===== src/rtl/dmem_load_align_pkg.sv =====
// Shared size codes, FSM states and helpers for the load-data unit.
// Size codes match the original CtrlCode encoding; DWORD takes the spare code.
package dmem_load_align_pkg;

   localparam logic [1:0] DMEM_EXT_BYTE  = 2'd0;
   localparam logic [1:0] DMEM_EXT_HALF  = 2'd1;
   localparam logic [1:0] DMEM_EXT_WORD  = 2'd2;
   localparam logic [1:0] DMEM_EXT_DWORD = 2'd3;

   typedef enum logic [2:0] {
      ST_IDLE  = 3'd0,
      ST_REQ0  = 3'd1,
      ST_WAIT0 = 3'd2,
      ST_REQ1  = 3'd3,
      ST_WAIT1 = 3'd4,
      ST_RESP  = 3'd5,
      ST_DRAIN = 3'd6
   } state_e;

   function automatic logic [3:0] size_bytes(input logic [1:0] size);
      return 4'd1 << size;
   endfunction

endpackage


===== src/rtl/dmem_merge_ext.sv =====
// Shifts a two-beat window down to the addressed byte and
// sign/zero-extends the selected width to a full word.
module dmem_merge_ext
   import dmem_load_align_pkg::*;
#(
   parameter int XLEN = 32,
   localparam int OFF_W = $clog2(XLEN / 8)
) (
   input  logic [2*XLEN-1:0] cat_i,
   input  logic [OFF_W-1:0]  off_i,
   input  logic [1:0]        size_i,
   input  logic              unsign_i,
   output logic [XLEN-1:0]   data_o
);

   logic [XLEN-1:0] sh;
   logic [XLEN-1:0] mask;
   logic            msb;
   logic            fill;

   always_comb begin
      sh   = XLEN'(cat_i >> {off_i, 3'b000});
      mask = '1;
      msb  = sh[XLEN-1];
      unique case (size_i)
         DMEM_EXT_BYTE: begin
            mask = XLEN'(8'hFF);
            msb  = sh[7];
         end
         DMEM_EXT_HALF: begin
            mask = XLEN'(16'hFFFF);
            msb  = sh[15];
         end
         DMEM_EXT_WORD: begin
            mask = XLEN'(32'hFFFF_FFFF);
            msb  = sh[31];
         end
         DMEM_EXT_DWORD: begin
            mask = '1;
            msb  = sh[XLEN-1];
         end
      endcase
      fill   = ~unsign_i & msb;
      data_o = (sh & mask) | (~mask & {XLEN{fill}});
   end

endmodule


===== src/rtl/dmem_load_align.sv =====
// Load-data unit: issues one or two word reads per load, merges
// word-crossing beats, extends the result and returns it on valid/ready.
module dmem_load_align
   import dmem_load_align_pkg::*;
#(
   parameter int XLEN        = 32,
   parameter int ADDR_W      = 32,
   parameter int TAG_W       = 5,
   parameter bit MISALIGN_EN = 1'b1
) (
   input  logic              clk,
   input  logic              rst_n,
   input  logic              flush,
   input  logic              req_valid,
   output logic              req_ready,
   input  logic [ADDR_W-1:0] req_addr,
   input  logic [1:0]        req_size,
   input  logic              req_unsign,
   input  logic [TAG_W-1:0]  req_tag,
   output logic              mem_req_valid,
   input  logic              mem_req_ready,
   output logic [ADDR_W-1:0] mem_req_addr,
   input  logic              mem_rsp_valid,
   input  logic [XLEN-1:0]   mem_rsp_data,
   output logic              rsp_valid,
   input  logic              rsp_ready,
   output logic [XLEN-1:0]   rsp_data,
   output logic [TAG_W-1:0]  rsp_tag,
   output logic              rsp_err
);

   localparam int NB    = XLEN / 8;
   localparam int OFF_W = $clog2(NB);

   state_e            state_q, state_d;
   logic [OFF_W-1:0]  off_q, off_d;
   logic [1:0]        size_q, size_d;
   logic              unsign_q, unsign_d;
   logic              cross_q, cross_d;
   logic [XLEN-1:0]   beat0_q, beat0_d;

   logic              req_ready_q, req_ready_d;
   logic              mem_req_valid_q, mem_req_valid_d;
   logic [ADDR_W-1:0] mem_req_addr_q, mem_req_addr_d;
   logic              rsp_valid_q, rsp_valid_d;
   logic [XLEN-1:0]   rsp_data_q, rsp_data_d;
   logic [TAG_W-1:0]  rsp_tag_q, rsp_tag_d;
   logic              rsp_err_q, rsp_err_d;

   logic [OFF_W-1:0]  req_off;
   logic [4:0]        req_end;
   logic              req_cross;
   logic              req_err;
   logic [ADDR_W-1:0] req_base;
   logic [2*XLEN-1:0] merge_cat;
   logic [XLEN-1:0]   merge_data;

   always_comb begin
      req_off   = req_addr[OFF_W-1:0];
      req_end   = 5'(req_off) + 5'(size_bytes(req_size));
      req_cross = req_end > 5'(NB);
      req_err   = ((req_size == DMEM_EXT_DWORD) && (XLEN == 32)) ||
                  (req_cross && !MISALIGN_EN);
      req_base  = {req_addr[ADDR_W-1:OFF_W], {OFF_W{1'b0}}};
   end

   // Second beat only exists in WAIT1; a single beat sits in the low half.
   always_comb begin
      if (state_q == ST_WAIT1) begin
         merge_cat = {mem_rsp_data, beat0_q};
      end else begin
         merge_cat = {{XLEN{1'b0}}, mem_rsp_data};
      end
   end

   dmem_merge_ext #(
      .XLEN (XLEN)
   ) u_merge (
      .cat_i    (merge_cat),
      .off_i    (off_q),
      .size_i   (size_q),
      .unsign_i (unsign_q),
      .data_o   (merge_data)
   );

   always_comb begin
      state_d        = state_q;
      off_d          = off_q;
      size_d         = size_q;
      unsign_d       = unsign_q;
      cross_d        = cross_q;
      beat0_d        = beat0_q;
      mem_req_addr_d = mem_req_addr_q;
      rsp_data_d     = rsp_data_q;
      rsp_tag_d      = rsp_tag_q;
      rsp_err_d      = rsp_err_q;

      unique case (state_q)
         ST_IDLE: begin
            if (req_valid && !flush) begin
               off_d      = req_off;
               size_d     = req_size;
               unsign_d   = req_unsign;
               cross_d    = req_cross;
               rsp_tag_d  = req_tag;
               rsp_err_d  = req_err;
               rsp_data_d = '0;
               if (req_err) begin
                  state_d = ST_RESP;
               end else begin
                  state_d        = ST_REQ0;
                  mem_req_addr_d = req_base;
               end
            end
         end
         ST_REQ0: begin
            if (mem_req_ready) begin
               state_d = flush ? ST_DRAIN : ST_WAIT0;
            end else if (flush) begin
               state_d = ST_IDLE;
            end
         end
         ST_WAIT0: begin
            if (mem_rsp_valid) begin
               if (flush) begin
                  state_d = ST_IDLE;
               end else if (cross_q) begin
                  state_d        = ST_REQ1;
                  beat0_d        = mem_rsp_data;
                  mem_req_addr_d = mem_req_addr_q + ADDR_W'(NB);
               end else begin
                  state_d    = ST_RESP;
                  rsp_data_d = merge_data;
               end
            end else if (flush) begin
               state_d = ST_DRAIN;
            end
         end
         ST_REQ1: begin
            if (mem_req_ready) begin
               state_d = flush ? ST_DRAIN : ST_WAIT1;
            end else if (flush) begin
               state_d = ST_IDLE;
            end
         end
         ST_WAIT1: begin
            if (mem_rsp_valid) begin
               if (flush) begin
                  state_d = ST_IDLE;
               end else begin
                  state_d    = ST_RESP;
                  rsp_data_d = merge_data;
               end
            end else if (flush) begin
               state_d = ST_DRAIN;
            end
         end
         ST_RESP: begin
            if (flush || rsp_ready) begin
               state_d = ST_IDLE;
            end
         end
         ST_DRAIN: begin
            if (mem_rsp_valid) begin
               state_d = ST_IDLE;
            end
         end
         default: begin
            state_d = ST_IDLE;
         end
      endcase

      req_ready_d     = (state_d == ST_IDLE);
      mem_req_valid_d = (state_d == ST_REQ0) || (state_d == ST_REQ1);
      rsp_valid_d     = (state_d == ST_RESP);
   end

   always_ff @(posedge clk or negedge rst_n) begin
      if (!rst_n) begin
         state_q         <= ST_IDLE;
         off_q           <= '0;
         size_q          <= '0;
         unsign_q        <= 1'b0;
         cross_q         <= 1'b0;
         beat0_q         <= '0;
         req_ready_q     <= 1'b1;
         mem_req_valid_q <= 1'b0;
         mem_req_addr_q  <= '0;
         rsp_valid_q     <= 1'b0;
         rsp_data_q      <= '0;
         rsp_tag_q       <= '0;
         rsp_err_q       <= 1'b0;
      end else begin
         state_q         <= state_d;
         off_q           <= off_d;
         size_q          <= size_d;
         unsign_q        <= unsign_d;
         cross_q         <= cross_d;
         beat0_q         <= beat0_d;
         req_ready_q     <= req_ready_d;
         mem_req_valid_q <= mem_req_valid_d;
         mem_req_addr_q  <= mem_req_addr_d;
         rsp_valid_q     <= rsp_valid_d;
         rsp_data_q      <= rsp_data_d;
         rsp_tag_q       <= rsp_tag_d;
         rsp_err_q       <= rsp_err_d;
      end
   end

   assign req_ready     = req_ready_q;
   assign mem_req_valid = mem_req_valid_q;
   assign mem_req_addr  = mem_req_addr_q;
   assign rsp_valid     = rsp_valid_q;
   assign rsp_data      = rsp_data_q;
   assign rsp_tag       = rsp_tag_q;
   assign rsp_err       = rsp_err_q;

endmodule


===== config.mk =====
export PLATFORM = sky130hd
export DESIGN_NAME = dmem_load_align
export DESIGN_NICKNAME = d
export VERILOG_FILES = /design/src/rtl/dmem_load_align_pkg.sv /design/src/rtl/dmem_merge_ext.sv /design/src/rtl/dmem_load_align.sv
export SDC_FILE = /design/constraint.sdc
export NUM_CORES = 1
export LEC_CHECK = 0
export ABC_AREA = 1
export BUFFER_PORTS_ARGS = -buffer_cell sky130_fd_sc_hd__buf_2
export CAP_MARGIN = 25
export CORE_ASPECT_RATIO = 1.25
export CORE_MARGIN = 3
export CORE_UTILIZATION = 52
export DETAILED_ROUTE_END_ITERATION = 8
export PLACE_DENSITY = 0.77
export SLEW_MARGIN = 20
export SYNTH_ARGS = -nofsm -noshare
export SYNTH_HDL_FRONTEND = slang
export SYNTH_SLANG_ARGS = --single-unit

===== constraint.sdc =====
create_clock -name clk -period 2.63 [get_ports clk]
set_clock_uncertainty 0.15 [all_clocks]
set_input_delay 0.3945 -clock clk [delete_from_list [all_inputs] [get_ports clk]]
set_output_delay 0.3945 -clock clk [all_outputs]
set_load 0.02 [all_outputs]

==> results.toml, run 1 <==
[floorplanning]
core_area_um2 = 12800
die_area_um2 = 14700
num_rows = 46
start_util = 0.537
die_y_um = 135
die_w_um = 109
io_pins = 152

[grt]
grt_overflow = 0
grt_use_total = 0.296
antenna_found_initial = 0
grt_max_degree = 64
grt_pass1_wl_um = 33800
grt_pass1_vias = 6924

[power]
ir_drop_mv = 0.548
leakagePower_nw = 4.18
power.density_nw_per_um2 = 1120
power_mw = 9.00

[worst_hold_path]
min-delay-start = "req_tag[0]"
worstHoldPathCells = 3
hold_class = "in -> reg"

[synth]
synth_top_area_share = 0.403
syn-instance-count = 1000
synth.avg_cell_area_um2 = 6.90
synthTopCellsByArea = "dfrtp_1 (40%), nand2_1 (18%), o21ai_0 (8.6%)"
synth_top_cell_by_area = "dfrtp_1"
ys_seq_elements = 112
yosys_warnings = 0
seq_area_frac_synth = 0.407
syn-cell-area_um2 = 6900
synth_cell_type_count = 45

[clocking]
cts_tree = "yes"
clk_latency_ps = 350
cts_buffer_depth = 2
cts_inserted_buffers = 9
h-tree-depth = 3
cts.sinks = 112
cts.clk_slew.worst_paths_ps = 80
cts_root_buf = "clkbuf_16"
post-cts-setup-buffer-count = 0

[drt]
ant_nets = 0
vias = 7264
wl_um = 21200
drt-vias-per-instance = 5.58
drc = 0
dr.pass1.iters = 6
wl_per_cell_um = 16.3
drt_iter0_markers = 656

[timing]
finalCritPeriodShare = 0.890
worst_pin_slew_ps = 561
final-setup-viol-count = 0
holdWs_ps = 84.5
setup_tns_ps = 0
period_minus_slack_ps = 2340
slew_viol_final = 0
final_hold_viol_count = 0
max_freq_ghz = 0.427
slew_headroom = 0.622
rsz0062_at_grt = "false"

[critical_path]
worst_setup_path_start_kind = "register"
critPathMaxStageDelay_ps = 540
critical_path_required_ps = 2780
crit_type = "reg -> reg"
startpoint = "state_q[2]"
endpoint_kind = "register"
slowest_stage = "dfrtp_1"
regToRegStartpoint = "state_q[2]"
arrival_ps = 2490
cp_max_fo = 14
r2r_cells = 10
worstPathCellList = "nand2_2 -> inv_1 -> nor2_2 -> nor2_1 -> nor3_2 -> nand2_2 -> buf_4 -> a21oi_1 -> nand2_1 -> nand2_1"

[placement]
dpl.hpwl_um = 15900
numPlacedInstances = 1285
place.port_buffers = 149
placed_area_um2 = 7770
gp_congestion = 0.986

[finish]
n_antenna_cell = 0
postLayoutCellArea_um2 = 8060
drive_gt1_frac = 0.182
area_growth_syn_to_layout_pct = 16.9
fillerInstances = 1227
stdcell_count = 1302
nNetsFinal = 1212

[flow_run]
cap_violations = 0

[run_status]
status = "completed"
## power by group
| part | internal [mW] | leakage (nW) | switching (mW) |
|---|---|---|---|
| registers | 2.38 | 1.42 | 0.626 |
| clock network | 0.661 | 0.135 | 0.685 |
| logic | 1.48 | 2.62 | 3.16 |
## placed cells by master (no fill, tap or decap), types with 19 or more instances in the layout
cell type,netlist,final
inv_1,82,82
nand2_1,336,336
o211ai_1,28,28
buf_2,10,148
buf_4,4,19
a21oi_1,40,40
o21ai_0,119,119
nor2_1,70,70
nand3_1,74,74
dfrtp_1,111,111
## through the flow
stage / utilization / setup slack [ps]
after floorplan: - / 615
after global placement: 0.605 / 375
after detailed placement: 0.605 / 329
after CTS: 0.628 / 290
after global routing: 0.628 / 114
final: 0.628 / 291
## path summary, 6_finish.rpt
check / endpoint / slack (ps)
max in group asynchronous: rsp_data[21] / 1260
max reg2reg: rsp_data[26] / 290
min: rsp_tag[0] / 80
min reg2reg: rsp_tag[2] / 320
min in group asynchronous: mem_req_addr[5] / 380
max: rsp_data[26] / 290
## state kept, by name, summed over array words and instances, names as in the netlist, 2 cells and up
signal	cells
rsp_tag	5
state_q	3
mem_req_addr	30
off_q	2
size_q	2
beat0_q	32
rsp_data	32
## cell usage after synthesis (all sizes together)
cell	number
fa	1
nor3b	1
o22ai	11
ha	3
a22oi	2
clkinv	1
a21oi	41
nand4	7
conb	1
nor2	75
dfrtp	111
xnor2	4
o221ai	1
and2	2
a211oi	1
nand2	341
o211ai	28
o21a	2
dfstp	1
o2111ai	1
inv	85
o21ai	124
or2	5
a31oi	4
buf	21
a211o	1
nand3	75
xor2	5
nor3	12
nand2b	1
clkbuf	32
## routing by layer
layer	vias up	GRT usage	routed length [um]
met3	93	0.0359	1310
met4	0	0.209	1500
li1	3521	-	-
met5	-	0	0
met1	3320	0.339	7840
met2	330	0.505	10600
## cell families after synthesis
family	count (synthesis)	share of synthesized area
AOI/OAI and AO/OA	216	0.174
xor gates and xnor gates	9	0.0114
adders and majority gates	4	0.00835
buffers and inverters	139	0.0853
DFF	112	0.407
other	1	0.000544
and+or+nand+nor	519	0.314
## timing repair
action / 4_1_cts / 5_1_grt
gates resized for setup: 0 / 0
hold buffers: 1 / 0
hold endpoints to repair: 31 / 0
## critical path, delay by kind of cell (launching register included)
kind | cells | cell delay (ps)
AOI/OAI and AO/OA | 1 | 260
buffers and inverters | 2 | 370
DFF | 1 | 540
and+or+nand+nor | 7 | 960
## area by class of cell
type	instances	area, um^2	share of cell area
Multi-Input combinational cell	750	3510	0.435
Clock inverter	6	53.8	0.00667
Timing Repair Buffer	170	933	0.116
Tap cell	168	210	0.0261
Clock buffer	10	229	0.0284
Inverter	86	323	0.0400
Sequential cell	112	2800	0.348
(Power assumes the default switching activity.)
==> inputs of run 2 (changes only) <==
--- a/config.mk
+++ b/config.mk
@@ -13,4 +13,5 @@
 export CORE_UTILIZATION = 52
 export DETAILED_ROUTE_END_ITERATION = 8
+export GPL_ROUTABILITY_DRIVEN = 0
 export PLACE_DENSITY = 0.77
 export SLEW_MARGIN = 20
==> constraint.sdc (replaced) <==
create_clock -name clk -period 2.63 [get_ports clk]
set_clock_uncertainty 0.15 [all_clocks]
set_input_delay 0.526 -clock clk [delete_from_list [all_inputs] [get_ports clk]]
set_output_delay 0.526 -clock clk [all_outputs]
set_load 0.02 [all_outputs]
==> results.toml, run 2 (synthesis results as in run 1) <==
[floorplanning]
num_rows = 46
die_w_um = 109
start_util = 0.537
die_area_um2 = 14700
die_y_um = 135
core_area_um2 = 12800
io_pins = 152

[timing]
period_minus_slack_ps = 2270
rsz0062_at_grt = "false"
final_hold_viol_count = 0
slew_viol_final = 0
slew_headroom = 0.597
final-setup-viol-count = 0
finalCritPeriodShare = 0.862
worst_pin_slew_ps = 605
setup_tns_ps = 0
setup_slack_ps = 364
max_freq_ghz = 0.441

[drt]
drt-vias-per-instance = 5.47
vias = 7125
drc = 0
ant_nets = 0
wl_per_cell_um = 15.8
drt_iter0_markers = 540
dr.pass1.iters = 5
wl_um = 20600

[finish]
nNetsFinal = 1211
finish.utilization = 0.635
final_common_cell = "nand2_1"
drive_gt1_frac = 0.182
fillerInstances = 1223
area_growth_syn_to_layout_pct = 18.1
layout_common_cells = "nand2_1 (336), buf_2 (148), o21ai_0 (119), dfrtp_1 (111), inv_1 (82)"
stdcell_count = 1302

[critical_path]
crit_type = "reg -> reg"
r2r_cells = 12
critPathMaxStageDelay_ps = 440
r2r-end = "rsp_data[27]"
worstPathCellList = "nor2_4 -> nand2_2 -> buf_4 -> inv_1 -> nor2_2 -> nor2_1 -> nor3_2 -> nand2_2 -> buf_4 -> a21oi_1 -> nand2_1 -> nand2_1"
critical_path_required_ps = 2760
arrival_ps = 2400
worst_setup_path_start_kind = "register"
regToRegStartpoint = "state_q[1]"
cp_max_fo = 15
r2r_slack_ps = 360
endpoint_kind = "register"
slowest_stage = "dfrtp_1"

[power]
ir_drop_mv = 0.507
power.density_nw_per_um2 = 1150
leakagePower_nw = 4.22
power_mw = 9.37

[grt]
grt_overflow = 0
antenna_found_initial = 1
grt_pass1_vias = 6642
grt_pass1_wl_um = 32200
grt_use_total = 0.278
grt_max_degree = 113

[placement]
dpl.hpwl_um = 15200
place_ws_ps = 148
place.port_buffers = 149
numPlacedInstances = 1285

[clocking]
cts_inserted_buffers = 9
cts_root_buf = "clkbuf_16"
h-tree-depth = 3
clk_latency_ps = 350
cts.sinks = 112
ctsHoldBuffers = 0
cts.clk_slew.worst_paths_ps = 70
cts_buffer_depth = 2
cts_tree = "yes"

[run_status]
status = "completed"

[worst_hold_path]
hold_class = "in -> async"

[flow_run]
cap_violations = 0
==> run 2: cell types whose count changed in the layout (fill, tap and decap cells not counted), sizes merged <==
cell / previous run / this run
diode: 0 / 1
dlygate4sd3: 1 / 0
clkinv: 4 / 1
bufinv: 0 / 4
clkbuf: 10 / 11
inv: 87 / 85
==> run 2: stage by stage <==
step / cell area, um^2 / hold WS (ps)
4_1_cts: 8140 / 135
5_1_grt: 8140 / 154
3_3_place_gp: 7770 / 302
3_5_place_dp: 7770 / 306
6_report: 8140 / 112
2_1_floorplan: 6900 / 80.4
==> run 2: where the power goes <==
| group | total [mW] | internal [mW] | switching, mW |
|---|---|---|---|
| clock | 1.70 | 1.06 | 0.648 |
| sequential | 2.98 | 2.38 | 0.596 |
| combinational | 4.69 | 1.49 | 3.20 |
| total | 9.37 | 4.93 | 4.44 |
==> run 2: worst max path at each step <==
stage,start,end,cells after the start
floorplan,mem_req_addr[2],mem_req_addr[16],9
global placement,flush,mem_req_addr[25],8
detailed placement,flush,mem_req_addr[22],8
CTS,state_q[2],mem_req_addr[22],8
global route,state_q[1],mem_req_addr[22],7
finish,state_q[1],rsp_data[27],12
==> run 2: per-layer routing <==
metal | share of wire | global-route usage | vias up
met5 | 0 | 0 | -
met4 | 0.055 | 0.154 | 0
met3 | 0.055 | 0.0344 | 68
met2 | 0.51 | 0.490 | 275
met1 | 0.38 | 0.324 | 3259
li1 | - | - | 3523
==> run 2: what timing repair did <==
action	in CTS	in global routing
setup buffers	0	0
endpoints found under the hold margin	0	0
gates resized for setup	0	2
endpoints found under the setup margin	0	11
==> run 2: cell type report <==
type | count | area, um^2 | area share
antenna | 1 | 2.50 | 0.000307
clock buffer | 11 | 243 | 0.0298
clock inverter | 5 | 128 | 0.0157
inverter | 86 | 325 | 0.0399
multi-input combinational | 750 | 3510 | 0.431
sequential | 112 | 2800 | 0.344
tap | 168 | 210 | 0.0258
timing repair buffer | 169 | 923 | 0.113
==> run 2: worst max-delay path: cells and delay by family (launching register included) <==
kind,cells,cell delay [ps]
compound gates,1,210
buf+inv,3,540
flops,1,440
simple gates,8,870
